**config.mk**
```make
export PLATFORM = sky130hd
export DESIGN_NAME = field_dispatch
export DESIGN_NICKNAME = d
export VERILOG_FILES = /design/src/rtl/field_dispatch.sv
export SDC_FILE = /design/constraint.sdc
export NUM_CORES = 1
export LEC_CHECK = 0
export ABC_AREA = 1
export CAP_MARGIN = 20
export CELL_PAD_IN_SITES_DETAIL_PLACEMENT = 0
export CELL_PAD_IN_SITES_GLOBAL_PLACEMENT = 1
export CORE_AREA = 3 3 97 99
export DETAILED_ROUTE_END_ITERATION = 6
export DIE_AREA = 0 0 100 102
export PLACE_DENSITY_LB_ADDON = 0.1
export RECOVER_POWER = 50
export SYNTH_ARGS = -nofsm -noshare
export SYNTH_HDL_FRONTEND = slang
export SYNTH_SLANG_ARGS = --single-unit
```
**constraint.sdc**
```tcl
create_clock -name clk -period 2.45 [get_ports clk]
set_input_delay 0.6125 -clock clk [delete_from_list [all_inputs] [get_ports clk]]
set_output_delay 0.6125 -clock clk [all_outputs]
set_load 0.005 [all_outputs]
```
**src/rtl/field_dispatch.sv**
```systemverilog
// Protobuf front-end splitter: parses field keys and steers payload bytes to
// the varint or raw-data path, tagging each byte with a sequential field index.
module field_dispatch #(
  parameter int IDX_W = 10,
  parameter int LEN_W = 14
) (
  input  logic             clk,
  input  logic             reset,
  input  logic             in_fifo_empty,
  input  logic [7:0]       in_fifo_q,
  output logic             in_fifo_pop,
  input  logic             varint_fifo_full,
  output logic             varint_fifo_push,
  output logic [7:0]       varint_fifo_d,
  output logic [IDX_W-1:0] varint_index_d,
  output logic             varint_last,
  input  logic             raw_fifo_full,
  output logic             raw_fifo_push,
  output logic [7:0]       raw_fifo_d,
  output logic [IDX_W-1:0] raw_index_d,
  output logic             raw_last,
  output logic             error
);

  localparam logic [7:0] S_INIT     = 8'b0000_0001;
  localparam logic [7:0] S_KEY      = 8'b0000_0010;
  localparam logic [7:0] S_KEY_CONT = 8'b0000_0100;
  localparam logic [7:0] S_VARINT   = 8'b0000_1000;
  localparam logic [7:0] S_LEN0     = 8'b0001_0000;
  localparam logic [7:0] S_LEN1     = 8'b0010_0000;
  localparam logic [7:0] S_RAW      = 8'b0100_0000;
  localparam logic [7:0] S_ERR      = 8'b1000_0000;

  localparam logic [3:0] VARINT_MAX = 4'd10;

  logic [7:0]       state_q, state_d;
  logic [IDX_W-1:0] idx_q, idx_d;
  logic [LEN_W-1:0] cnt_q, cnt_d;
  logic [2:0]       wt_q, wt_d;
  logic [3:0]       vcnt_q, vcnt_d;

  logic             have_byte;
  logic             disp;
  logic [2:0]       disp_wt;

  // Nothing moves while reset is held, so an abandoned field emits no last flag.
  assign have_byte = !in_fifo_empty && !reset;

  assign varint_fifo_d  = in_fifo_q;
  assign raw_fifo_d     = in_fifo_q;
  assign varint_index_d = idx_q;
  assign raw_index_d    = idx_q;
  assign error          = (state_q == S_ERR);

  always_comb begin
    state_d          = state_q;
    idx_d            = idx_q;
    cnt_d            = cnt_q;
    wt_d             = wt_q;
    vcnt_d           = vcnt_q;
    in_fifo_pop      = 1'b0;
    varint_fifo_push = 1'b0;
    raw_fifo_push    = 1'b0;
    varint_last      = 1'b0;
    raw_last         = 1'b0;
    disp             = 1'b0;
    disp_wt          = 3'd0;

    case (state_q)
      S_INIT: begin
        idx_d   = '0;
        state_d = S_KEY;
      end
      S_KEY: begin
        if (have_byte) begin
          in_fifo_pop = 1'b1;
          wt_d        = in_fifo_q[2:0];
          if (in_fifo_q[7]) begin
            state_d = S_KEY_CONT;
          end else begin
            disp    = 1'b1;
            disp_wt = in_fifo_q[2:0];
          end
        end
      end
      S_KEY_CONT: begin
        // Upper field-number bytes carry no routing information.
        if (have_byte) begin
          in_fifo_pop = 1'b1;
          if (!in_fifo_q[7]) begin
            disp    = 1'b1;
            disp_wt = wt_q;
          end
        end
      end
      S_VARINT: begin
        if (vcnt_q == VARINT_MAX) begin
          state_d = S_ERR;
        end else if (have_byte && !varint_fifo_full) begin
          in_fifo_pop      = 1'b1;
          varint_fifo_push = 1'b1;
          varint_last      = ~in_fifo_q[7];
          vcnt_d           = vcnt_q + 4'd1;
          if (!in_fifo_q[7]) begin
            idx_d   = idx_q + 1'b1;
            state_d = S_KEY;
          end
        end
      end
      S_LEN0: begin
        if (have_byte) begin
          in_fifo_pop = 1'b1;
          cnt_d       = LEN_W'(in_fifo_q[6:0]);
          if (in_fifo_q[7])                state_d = S_LEN1;
          else if (in_fifo_q[6:0] == 7'd0) state_d = S_KEY;
          else                             state_d = S_RAW;
        end
      end
      S_LEN1: begin
        if (have_byte) begin
          in_fifo_pop = 1'b1;
          cnt_d       = cnt_q | (LEN_W'(in_fifo_q[6:0]) << 7);
          if (in_fifo_q[7])     state_d = S_ERR;
          else if (cnt_d == '0) state_d = S_KEY;
          else                  state_d = S_RAW;
        end
      end
      S_RAW: begin
        if (have_byte && !raw_fifo_full) begin
          in_fifo_pop   = 1'b1;
          raw_fifo_push = 1'b1;
          raw_last      = (cnt_q == LEN_W'(1));
          cnt_d         = cnt_q - LEN_W'(1);
          if (cnt_q == LEN_W'(1)) begin
            idx_d   = idx_q + 1'b1;
            state_d = S_KEY;
          end
        end
      end
      S_ERR: begin
        state_d = S_ERR;
      end
      default: begin
        state_d = S_ERR;
      end
    endcase

    // Shared wire-type dispatch for single-byte and multi-byte keys.
    if (disp) begin
      vcnt_d = 4'd0;
      case (disp_wt)
        3'd0: state_d = S_VARINT;
        3'd1: begin
          state_d = S_RAW;
          cnt_d   = LEN_W'(8);
        end
        3'd2: state_d = S_LEN0;
        3'd5: begin
          state_d = S_RAW;
          cnt_d   = LEN_W'(4);
        end
        default: state_d = S_ERR;
      endcase
    end
  end

  always_ff @(posedge clk) begin
    if (reset) begin
      state_q <= S_INIT;
      cnt_q   <= '0;
      wt_q    <= 3'd0;
      vcnt_q  <= 4'd0;
    end else begin
      state_q <= state_d;
      cnt_q   <= cnt_d;
      wt_q    <= wt_d;
      vcnt_q  <= vcnt_d;
    end
  end

  // Index is deliberately not reset here: INIT clears it on the way out of reset.
  always_ff @(posedge clk) begin
    idx_q <= idx_d;
  end

endmodule

```
==> flow_metrics.env <==
export IMPL_status="finished clean"
export IMPL_drv_slew=0
export IMPL_stdcell_count=675
export IMPL_p_leak_nw=1.89
export IMPL_layout_setup_ws_ns=0.0253
export IMPL_drive_gt1_share_pct=16.9
export IMPL_syn_nets=513
export IMPL_worst_pin_slew_ns=0.617
export IMPL_critPathRequiredTime_ns=1.84
export IMPL_worstHoldPathType="reg -> reg"
export IMPL_via_per_inst=4.97
export IMPL_vias=3355
export IMPL_path_delay_family="buffers and inverters"
export IMPL_p_total_mw=2.70
export IMPL_dieArea_sq_um=10200
export IMPL_peakVddDrop_mv=0.250
export IMPL_cp_endpoint="raw_fifo_d[0]"
export IMPL_io_pins=55
export IMPL_core_area_sq_um=8640
export IMPL_hold_violations=0
export IMPL_drc=0
export IMPL_finalSetupViolCount=0
export IMPL_startpoint_type="primary input"
export IMPL_numCtsBuffers=5
export IMPL_cts_sinks=39
export IMPL_path_buf_inv=2
export IMPL_reg2reg_from="state_q[2]"
export IMPL_synthDistinctLibCells=43
export IMPL_end_kind="output pin"
export IMPL_crit_start="in_fifo_q[0]"
export IMPL_diodes=0
export IMPL_h_tree_depth=2
export IMPL_start_util_pct=37.5
export IMPL_rsz0062_at_grt="no"
export IMPL_cp_max_fo=3
export IMPL_track_usage_pct=19.1
export IMPL_power_density_nw_per_um2=667
export IMPL_portBuffers=54
export IMPL_synthesis_area_sq_um=3240
export IMPL_hold_slack_ns=0.481
export IMPL_critPathMaxStageDelay_ns=0.65
export IMPL_worstSetupPathType="in -> out"
export IMPL_avgRoutedWirePerCell_um=14.1
export IMPL_drtIter0Drc=125
export IMPL_r2r_setup_slack_ns=0.29
export IMPL_mostFrequentLayoutCell="nand2_1"
export IMPL_grt_pass1_wl_um=15600
export IMPL_area_delta_synth_final_pct=25.2
export IMPL_r2r_cells=11
export IMPL_fin_nets=584
export IMPL_postSynthCellCount=495
export IMPL_cp_depth=2
export IMPL_dieWidth_um=100
export IMPL_ant_nets=0
export IMPL_dr_pass1_iters=4
export IMPL_drt_total_wl_um=9490
export IMPL_max_slew_margin_pct=58.9
export IMPL_post_route_min_period_ns=2.42
export IMPL_grt_overflow_total=0
export IMPL_synth_seq_area_share_pct=27.2
export IMPL_dp_cells=667
export IMPL_rr_endpoint="state_q[5]"
export IMPL_final_cell_mix="nand2_1, nor2_1, inv_1, nand3_1, buf_4"
export IMPL_ys_ff_latch=39
export IMPL_place_congestion=0.857
export IMPL_place_detailed_hpwl_um=7680
export IMPL_grt_max_degree=16
export IMPL_arrival_ns=1.81
export IMPL_cts_root_buf="clkbuf_8"
export IMPL_cts_tree="done"
export IMPL_path_cells="dlygate4sd3_1 -> clkdlybuf4s50_1"
export IMPL_clk_path_buf_depth=2
export IMPL_grt_pass1_vias=3169
export IMPL_max_freq_mhz=412
export IMPL_clk_pin_slew_ns=0.08
export IMPL_fin_setup_tns_ns=0
export IMPL_skew_ns=0.0117
export IMPL_critical_path_slowest_cell="dlygate4sd3_1"
export IMPL_timing_final_crit_share_pct=99.0
export IMPL_max_cap_viol_count=0
export IMPL_avgSynthCellArea_sq_um=6.54
export IMPL_hold_buffers=0
export IMPL_postCtsSetupBuffers=0
export IMPL_antenna_found_initial=0
export IMPL_yosysWarningCount=0
export IMPL_pre_cts_ws_ns=-0.491
export IMPL_insertion_delay_ns=0.30
export IMPL_die_h_um=102
export IMPL_ctsResizeCount=12
export IMPL_rows=34
synth_stat cells, drive strengths merged:
| cell | n | area share, % |
|---|---|---|
| nand2 | 118 | 16 |
| nor2 | 101 | 15 |
| inv | 58 | 6.9 |
| nand3 | 47 | 8.1 |
| buf | 33 | 7.9 |
| a21oi | 31 | 5.3 |
| dfxtp | 29 | 18 |
| o21ai | 22 | 3.6 |
| nor3 | 11 | 1.7 |
| edfxtp | 10 | 9.3 |
| a31oi | 5 | 0.97 |
| ha | 5 | 1.9 |
| nand4 | 3 | 0.58 |
| or2 | 3 | 0.66 |
| xor2 | 3 | 0.81 |
| nor3b | 2 | 0.62 |
| o21a | 2 | 0.46 |
| o21bai | 2 | 0.46 |
| o22ai | 2 | 0.39 |
| xnor2 | 2 | 0.54 |
| a32oi | 1 | 0.27 |
| clkbuf | 1 | 0.12 |
| clkinv | 1 | 0.15 |
| nor4 | 1 | 0.19 |
| o211ai | 1 | 0.23 |
| o31ai | 1 | 0.23 |
through the flow:
step / cell area (sq um) / utilization, %
floorplan: 3240 / -
global placement: 3980 / 46.1
detailed placement: 3980 / 46.1
CTS: 4100 / 47.4
global route: 4050 / 46.9
finish: 4050 / 46.9
report_power, final:
part           internal, mW  switching (mW)  leakage [nW]
clock network         0.299           0.258        0.0556
logic                 0.503           0.721          1.50
registers             0.805           0.117         0.333
total                  1.61            1.10          1.89
routing by layer:
layer / up-vias / GRT usage [%] / part of all wire (%)
li1: 1709 / - / -
met5: - / 0 / 0
met2: 76 / 32.5 / 47
met1: 1560 / 25.7 / 47
met4: 0 / 4.77 / 1.4
met3: 10 / 2.66 / 4.6
how the worst min path moves through the flow:
stage	cells after the start	from	endpoint	slack, ns
after floorplan	2	cnt_q[3]	cnt_q[3]	0.45
after global placement	2	wt_q[0]	wt_q[0]	0.47
after detailed placement	2	wt_q[0]	wt_q[0]	0.48
after CTS	2	wt_q[0]	wt_q[0]	0.49
after global routing	2	state_q[3]	state_q[3]	0.51
final	2	state_q[3]	state_q[3]	0.48
logic make-up (layout without fill, tap and decap cells):
family | count (synthesis) | in the layout | synth area share [%]
AND/OR/NAND/NOR | 286 | 286 | 42.5
buffers and inverters | 93 | 165 | 15.1
AO/OA/AOI/OAI | 67 | 67 | 11.9
flip-flops | 39 | 39 | 27.2
adder cells (fa/ha/maj) | 5 | 5 | 1.93
XOR/XNOR | 5 | 5 | 1.35
state kept, by name, summed over array words and instances (netlist names):
name	cells
vcnt_q	4
cnt_q	14
state_q	8
raw_index_d	10
wt_q	3
area by class of cell:
type                    count  area, sq um
fillers                   927         4580
well taps                 108          135
repair buffers             98          843
flip-flops and latches     39          885
clock inverters             3         38.8
multi-input cells         363         1860
clock buffers               5         68.8
inverters                  59          226
Note: power is estimated with default switching activity, not from simulation.
